**config.mk**
```make
export PLATFORM = sky130hd
export DESIGN_NAME = serial_add_ctrl
export DESIGN_NICKNAME = d
export VERILOG_FILES = /design/src/rtl/serial_add_ctrl.sv
export SDC_FILE = /design/constraint.sdc
export NUM_CORES = 1
export LEC_CHECK = 0
export BUFFER_PORTS_ARGS = -buffer_cell sky130_fd_sc_hd__buf_2
export CORE_MARGIN = 10
export CORE_UTILIZATION = 40
export DETAILED_ROUTE_END_ITERATION = 8
export GPL_ROUTABILITY_DRIVEN = 0
export GPL_TIMING_DRIVEN = 1
export PLACE_DENSITY = 0.58
export REMOVE_ABC_BUFFERS = 1
export SLEW_MARGIN = 20
export SYNTH_ARGS = -nofsm -noshare
export SYNTH_HDL_FRONTEND = slang
export SYNTH_SLANG_ARGS = --single-unit
export TNS_END_PERCENT = 10
```
**constraint.sdc**
```tcl
create_clock -name clk -period 2.3 [get_ports clk]
set_input_delay 0.23 -clock clk [delete_from_list [all_inputs] [get_ports clk]]
set_output_delay 0.23 -clock clk [all_outputs]
set_load 0.05 [all_outputs]
```
**src/rtl/serial_add_ctrl.sv**
```systemverilog
// ---------------------------------------------------------------------------
// serial_add_ctrl -- bit-serial adder sequencer around a single full-adder.
//
// Two W-bit operands are captured on an accepted start, then fed LSB-first
// through one shared `fa` cell, one bit per clock. Sum bits collect in a
// shift register. The finished result is copied to `sum`/`cout` on the edge
// that enters DONE, and `done` pulses for one cycle.
//
// Optional feature (macro SERIAL_ADD_SUB_EN):
//   Adds input `sub`. When it is captured high, the b bits are inverted on
//   their way into the adder and the carry starts at 1, which gives a - b.
//   In that mode cout=1 means no borrow. With the macro undefined the block
//   only adds, and the initial carry is always 0.
//
// Ports:
//   clk    in   rising-edge clock
//   rst_n  in   synchronous active-low reset
//   start  in   request an operation; sampled only while ready=1
//   a, b   in   W-bit operands, captured on the accepted start edge
//   sub    in   (SERIAL_ADD_SUB_EN only) subtract select, captured with a/b
//   ready  out  high in IDLE
//   busy   out  high in RUN
//   done   out  one-cycle pulse; sum/cout valid
//   sum    out  W-bit result, held until the next DONE entry or reset
//   cout   out  final carry-out, held with sum
// ---------------------------------------------------------------------------

module fa (
    input  logic x,
    input  logic y,
    input  logic ci,
    output logic s,
    output logic co
);
    assign s  = x ^ y ^ ci;
    assign co = (x & y) | (ci & (x ^ y));
endmodule

module serial_add_ctrl #(
    parameter int W = 8
) (
    input  logic         clk,
    input  logic         rst_n,
    input  logic         start,
    input  logic [W-1:0] a,
    input  logic [W-1:0] b,
`ifdef SERIAL_ADD_SUB_EN
    input  logic         sub,
`endif
    output logic         ready,
    output logic         busy,
    output logic         done,
    output logic [W-1:0] sum,
    output logic         cout
);
    // Derived counter width; not meant to be overridden.
    localparam int CW = $clog2(W + 1);

    typedef enum logic [1:0] {
        ST_IDLE = 2'd0,
        ST_RUN  = 2'd1,
        ST_DONE = 2'd2
    } state_t;

    state_t         state_reg;
    logic [W-1:0]   a_sh_reg;
    logic [W-1:0]   b_sh_reg;
    logic [W-1:0]   sum_sh_reg;
    logic [W-1:0]   sum_reg;
    logic [CW-1:0]  cnt_reg;
    logic           carry_reg;
    logic           cout_reg;
    logic           ready_reg;
    logic           busy_reg;
    logic           done_reg;
    logic           sub_reg;

    logic           fa_y;
    logic           fa_s;
    logic           fa_co;
    logic [W-1:0]   sum_sh_next;
    logic           last_bit;

`ifndef SERIAL_ADD_SUB_EN
    // Add-only build: the inversion term is tied off and optimises away.
    assign sub_reg = 1'b0;
`endif

    // Subtraction is a + ~b + 1. The +1 comes from the carry flop being
    // preset when the operation is accepted.
    assign fa_y = b_sh_reg[0] ^ sub_reg;

    fa u_fa (
        .x  (a_sh_reg[0]),
        .y  (fa_y),
        .ci (carry_reg),
        .s  (fa_s),
        .co (fa_co)
    );

    // New sum bit enters at the MSB. After W shifts, bit 0 of the result
    // has reached position 0.
    assign sum_sh_next = {fa_s, sum_sh_reg[W-1:1]};
    assign last_bit    = (cnt_reg == CW'(W - 1));

    always_ff @(posedge clk) begin
        if (!rst_n) begin
            state_reg  <= ST_IDLE;
            a_sh_reg   <= '0;
            b_sh_reg   <= '0;
            sum_sh_reg <= '0;
            sum_reg    <= '0;
            cnt_reg    <= '0;
            carry_reg  <= 1'b0;
            cout_reg   <= 1'b0;
            ready_reg  <= 1'b1;
            busy_reg   <= 1'b0;
            done_reg   <= 1'b0;
`ifdef SERIAL_ADD_SUB_EN
            sub_reg    <= 1'b0;
`endif
        end else begin
            case (state_reg)
                ST_IDLE: begin
                    if (start) begin
                        a_sh_reg   <= a;
                        b_sh_reg   <= b;
                        sum_sh_reg <= '0;
                        cnt_reg    <= '0;
`ifdef SERIAL_ADD_SUB_EN
                        sub_reg    <= sub;
                        carry_reg  <= sub;
`else
                        carry_reg  <= 1'b0;
`endif
                        state_reg  <= ST_RUN;
                        ready_reg  <= 1'b0;
                        busy_reg   <= 1'b1;
                    end
                end

                ST_RUN: begin
                    a_sh_reg   <= {1'b0, a_sh_reg[W-1:1]};
                    b_sh_reg   <= {1'b0, b_sh_reg[W-1:1]};
                    sum_sh_reg <= sum_sh_next;
                    carry_reg  <= fa_co;
                    // The W-1 compare ends the run, so the counter never wraps.
                    cnt_reg    <= cnt_reg + CW'(1);
                    if (last_bit) begin
                        sum_reg   <= sum_sh_next;
                        cout_reg  <= fa_co;
                        state_reg <= ST_DONE;
                        busy_reg  <= 1'b0;
                        done_reg  <= 1'b1;
                    end
                end

                ST_DONE: begin
                    done_reg  <= 1'b0;
                    ready_reg <= 1'b1;
                    state_reg <= ST_IDLE;
                end

                default: begin
                    state_reg <= ST_IDLE;
                    ready_reg <= 1'b1;
                    busy_reg  <= 1'b0;
                    done_reg  <= 1'b0;
                end
            endcase
        end
    end

    assign ready = ready_reg;
    assign busy  = busy_reg;
    assign done  = done_reg;
    assign sum   = sum_reg;
    assign cout  = cout_reg;

endmodule

```
Word-level counts from Yosys, hierarchy flattened:

Index checks and enable logic that the tools add are counted.

* input port bits: 19
* register bits: 43
* output and inout bits: 12
* word-level logic and storage cells: 52

* equal/unequal tests: 5
* multiplexer cells: 19
* bitwise gates (word level): 8
* reduce and logical (&&, ||, !) cells: 8
* add/sub/neg operators: 1

Operators with widths (number)
* case mux 8 bit (2 select lines): 3
* 2-to-1 mux 8 bit: 3
* AND reduction 2 bit: 5
* case mux 4 bit (2 select lines): 1
* case mux 1 bit (2 select lines): 3
* adder 4 x 1 -> 4 bit (second input constant): 1
* == test 4 x 3 -> 1 bit (second input constant): 1
* 2-to-1 mux 1 bit: 4
* 2-to-1 mux 2 bit: 2
* 2-to-1 mux 4 bit: 1
* != test 2 bit (second input constant): 2
* case mux 2 bit (2 select lines): 1
* NOT 1 bit: 3
* case mux 1 bit (3 select lines): 1
* AND reduction 3 bit: 1
* bitwise AND 1 bit: 2
* == test 2 x 1 -> 1 bit (second input constant): 1
* == test 2 bit (second input constant): 1
* logical NOT 2 bit: 1
* nonzero test 2 bit: 1
* XOR 1 bit: 2
* OR 1 bit: 1

Depth between registers and ports, before layout:

* depth after elaboration: 4
* depth in mapped cells: 5
* gate-level depth less buffers: 4

Hierarchy:

Synthesis repeated with hierarchy kept, for this count alone.

* cells, all modules: 193
* area total of the unflattened synthesis: 1794.2 µm²

Modules (own cells, without submodules)
* serial_add_ctrl: times used 1, area an instance 1774.2 µm², cells each 192, sequential area each 840.8 µm²
* fa: times used 1, area an instance 20.0 µm², cells each 1, sequential area each 0.0 µm²

Least setup slack after synthesis:

Ideal clock, no wire load.

* kind: register to register
* start point: register cnt_reg[0]
* end point: register done_reg (netlist: done)
* buffers on the path: 1
* data required time: 2.185 ns
* path slack: 0.989 ns
* library setup time: 0.115 ns
* clock period less this slack: 1.311 ns
* cell stages (with the launch flop): 6
* arrival time: 1.197 ns
* cells stage by stage: dfxtp_1 -> ha_1 -> and3b_1 -> and2_4 -> buf_6 -> o21a_1

* cells in the longest elaborated chain, start to end: 3

RTL lines
* start, declared: RTL line 70 `logic [CW-1:0] cnt_reg;`
* start signal, assigned: RTL line 148 `cnt_reg <= cnt_reg + CW'(1);`
* == test 4 x 3 -> 1 bit: RTL line 104 `assign last_bit = (cnt_reg == CW'(W - 1));`
* != test 2 bit (no line)
* AND reduction 2 bit (no line)
* end signal, assigned: RTL line 118 `done_reg <= 1'b0;`
* end signal, assigned: RTL line 154 `done_reg <= 1'b1;`
* end signal, assigned: RTL line 159 `done_reg <= 1'b0;`
* end, declared: RTL line 75 `logic done_reg;`

No other way between the ends.
A chain may end at the register's enable or synchronous reset.

Worst setup path after layout:

* start point: register state_reg[0]
* end point: register a_sh_reg[0]

* cells in the longest elaborated chain, start to end: 3
* elaborated cells between the ends (all ways): 6
* those cells by class: 2 x eq/ne; 1 x mux; 3 x reduce/logical

RTL lines
* start, declared: RTL line 65 `state_t state_reg;`
* start signal, assigned: RTL line 108 `state_reg <= ST_IDLE;`
* start signal, assigned: RTL line 136 `state_reg <= ST_RUN;`
* start signal, assigned: RTL line 152 `state_reg <= ST_DONE;`
* == test 2 x 1 -> 1 bit / logical NOT 2 bit (equally long branches): RTL line 123 `case (state_reg)`
* nonzero test 2 bit (no line) / != test 2 bit (equally long branches)
* AND reduction 2 bit (no line)
* end signal, assigned: RTL line 143 `a_sh_reg <= {1'b0, a_sh_reg[W-1:1]};`
* end, declared: RTL line 66 `logic [W-1:0] a_sh_reg;`

Parallel ways exist; a longest one is shown, timed or not.

==> impl_metrics.py <==
metrics = {
    "sta": {
        "maxSlewViolCount": 0,
        "max_slew.worst_pin.slew_ns": 0.8251,
        "setup_viol": 0,
        "finalCritPeriodShare_pct": 69.79,
        "finClkSkew_ns": 0.005312,
        "hold_viol": 0,
        "slew_headroom_pct": 44.79,
        "fin_crit_ns": 1.605,
        "rsz0062_at_grt": "false",
        "fmax_mhz": 623.0,
        "fin_tns_setup_ns": 0,
    },
    "finish": {
        "layout-drive-gt1-share_pct": 26.42,
        "fin_cells": 264,
        "multi_input_area_sq_um": 850.8,
        "fin_nets": 234,
        "area_growth_syn_to_layout_pct": 11.29,
        "fillers": 432,
        "n_antenna_cell": 0,
        "ff_latch_area_sq_um": 840.8,
    },
    "logic_synthesis": {
        "ys_warn_count": 0,
        "synth_cell_types": 37,
        "synth_area_leaders": "dfxtp_1 46%, o221a_2 6.8%, mux2i_1 5.5%, nand2_1 4.7%, a22oi_1 4.5%",
        "synth_ff_type": "dfxtp_1",
        "synth-edff-count": 0,
        "ys_seq_area_share_pct": 46.00,
        "netlist_area_sq_mm": 0.001828,
        "synthArstFlopShare_pct": 0,
        "synth_seq_cells": 42,
        "yosysTopAreaCell": "dfxtp_1",
        "syn_area_per_cell_sq_um": 9.723,
        "synthCells": 188,
        "synth_top_cell_area_share_pct": 46.00,
    },
    "floorplan": {
        "die-area_sq_mm": 0.007674,
        "die-height_um": 87.60,
        "fp.dieW_um": 87.60,
        "io_pins": 31,
        "core_sq_mm": 0.004384,
        "rows": 24,
        "start_util_pct": 41.70,
    },
    "global_routing": {
        "antenna_found_initial": 0,
        "grt_start_max_net_pins": 37,
        "gr-total-overflow": 0,
        "grt_pass1_vias": 1398,
        "grt_usage_pct": 10.95,
        "grt_pass1_wl_um": 6824,
    },
    "drt": {
        "drc": 0,
        "via_per_inst": 5.364,
        "vias": 1416,
        "detail-route-antenna-nets": 0,
        "wl_um": 3957,
        "firstDrtPassIters": 4,
        "drt_iter0_markers": 98,
        "avgRoutedWirePerCell_um": 14.99,
    },
    "clocking": {
        "cts_root_buf": "clkbuf_8",
        "numCtsBuffers": 5,
        "clock_path_buffers": 2,
        "cts_sinks": 42,
        "clk_pin_slew_ns": 0.07,
        "cts_tree": "done",
        "cts_max_level": 2,
        "clock_latency_ns": 0.29,
        "ctsResizeCount": 0,
        "post_cts_buffers": 0,
        "cts_hold_buf": 0,
    },
    "worst_setup_path": {
        "cp.arrival_ns": 1.84,
        "critPathKind": "reg -> reg",
        "end_kind": "flip-flop",
        "start_kind": "flip-flop",
        "worstPathRequired_ns": 2.54,
        "timing.rr.start": "state_reg[0]$_SDFFE_PN0P_",
        "setup.worst_path.start": "state_reg[0]$_SDFFE_PN0P_",
        "cp_max_fo": 11,
    },
    "outcome": {
        "status": "finished, final reports clean",
    },
    "power": {
        "power.density_mw_per_mm2": 687.2,
        "power.leakage_nw": 0.8295,
        "peakVddDrop_v": 0.0002953,
    },
    "placement": {
        "dpl.hpwl_um": 2754,
        "placedCellCount": 258,
        "portBuffers": 30,
    },
    "flow_run": {
        "drv_cap": 0,
    },
    "hold_path": {
        "worst_hold_path_type": "in -> reg",
        "holdCritStartpoint": "b[7]",
    },
}
## critical path, stage by stage (launching register included)
cell and delay, ns:
dfxtp_1 0.48, nor2_1 0.10, nor2_1 0.64, o221a_2 0.33
## Yosys cell counts (2+ instances only)
master	n
clkbuf_1	2
a22oi_1	11
o22ai_1	3
buf_1	2
o221a_2	11
dfxtp_1	42
buf_2	4
nand2_1	23
a221oi_1	3
inv_1	6
nor2_1	21
a2bb2oi_1	4
nand3_1	2
buf_6	5
nor2b_1	12
a21oi_1	7
mux2i_1	10
## area by class of cell
class | count | area share [%]
Multi-Input combinational cell | 125 | 41.82
Tap cell | 52 | 3.198
Sequential cell | 42 | 41.33
Clock buffer | 6 | 4.059
Inverter | 6 | 1.107
Timing Repair Buffer | 33 | 8.487
## per-stage QoR
stage	power (W)	cell area (sq um)	hold slack (ns)	util (%)	setup slack, ns
3_5_place_dp	0.0009557	1952	0.4441	44.52	0.6930
2_1_floorplan	0.0008956	1714	0.3475	-	0.6046
3_3_place_gp	0.0009518	1952	0.4409	44.52	0.6795
5_1_grt	0.001469	2034	0.1887	46.40	0.5986
4_1_cts	0.001419	2034	0.1753	46.40	0.6955
6_report	0.001398	2034	0.1862	46.40	0.6948
## logic make-up (layout without fill, tap and decap cells)
| family | after synthesis | count (layout) | synth area share, % |
|---|---|---|---|
| AOI/OAI and AO/OA | 47 | 47 | 21.70 |
| adders and majority gates | 2 | 2 | 1.780 |
| buffers and inverters | 21 | 45 | 7.461 |
| DFF | 42 | 42 | 46.00 |
| muxes | 10 | 10 | 5.476 |
| and+or+nand+nor | 66 | 66 | 17.59 |
## cells in the final DEF, fill, tap and decap left out, types with 2 or more instances in the layout
master / instances
buf_2: 30
inv_1: 6
nor2_1: 21
nand3_1: 2
a2bb2oi_1: 4
a22oi_1: 11
nor2b_1: 12
clkbuf_8: 6
o221a_2: 11
buf_4: 3
mux2i_1: 10
nand2_1: 23
a21oi_1: 7
o22ai_1: 3
a221oi_1: 3
dfxtp_1: 42
## path summary, 6_finish.rpt
kind	end	slack, ns	cells after the start
worst max-delay path	a_sh_reg[0]$_SDFFE_PN0P_	0.69	3
worst min-delay path	b_sh_reg[7]$_SDFFE_PN0P_	0.19	3
worst max register to register	a_sh_reg[0]$_SDFFE_PN0P_	0.69	3
worst min register to register	cout$_SDFFE_PN0P_	0.46	2
## where the power goes
group	switching [W]	total [W]	internal, W
registers	0.0000209	0.000780	0.000759
logic	0.0000870	0.000159	0.0000716
clock network	0.000228	0.000460	0.000231
## routing by layer
metal / wire length, um / share of wire [%] / up-vias / GRT usage (%)
li1: - / - / 706 / -
met1: 1888 / 48 / 666 / 13.51
met2: 1690 / 43 / 37 / 16.14
met3: 309 / 7.8 / 7 / 5.292
met4: 69 / 1.7 / 0 / 4.058
met5: 0 / 0 / - / 0
No activity file was read; power rests on OpenSTA's default activity.
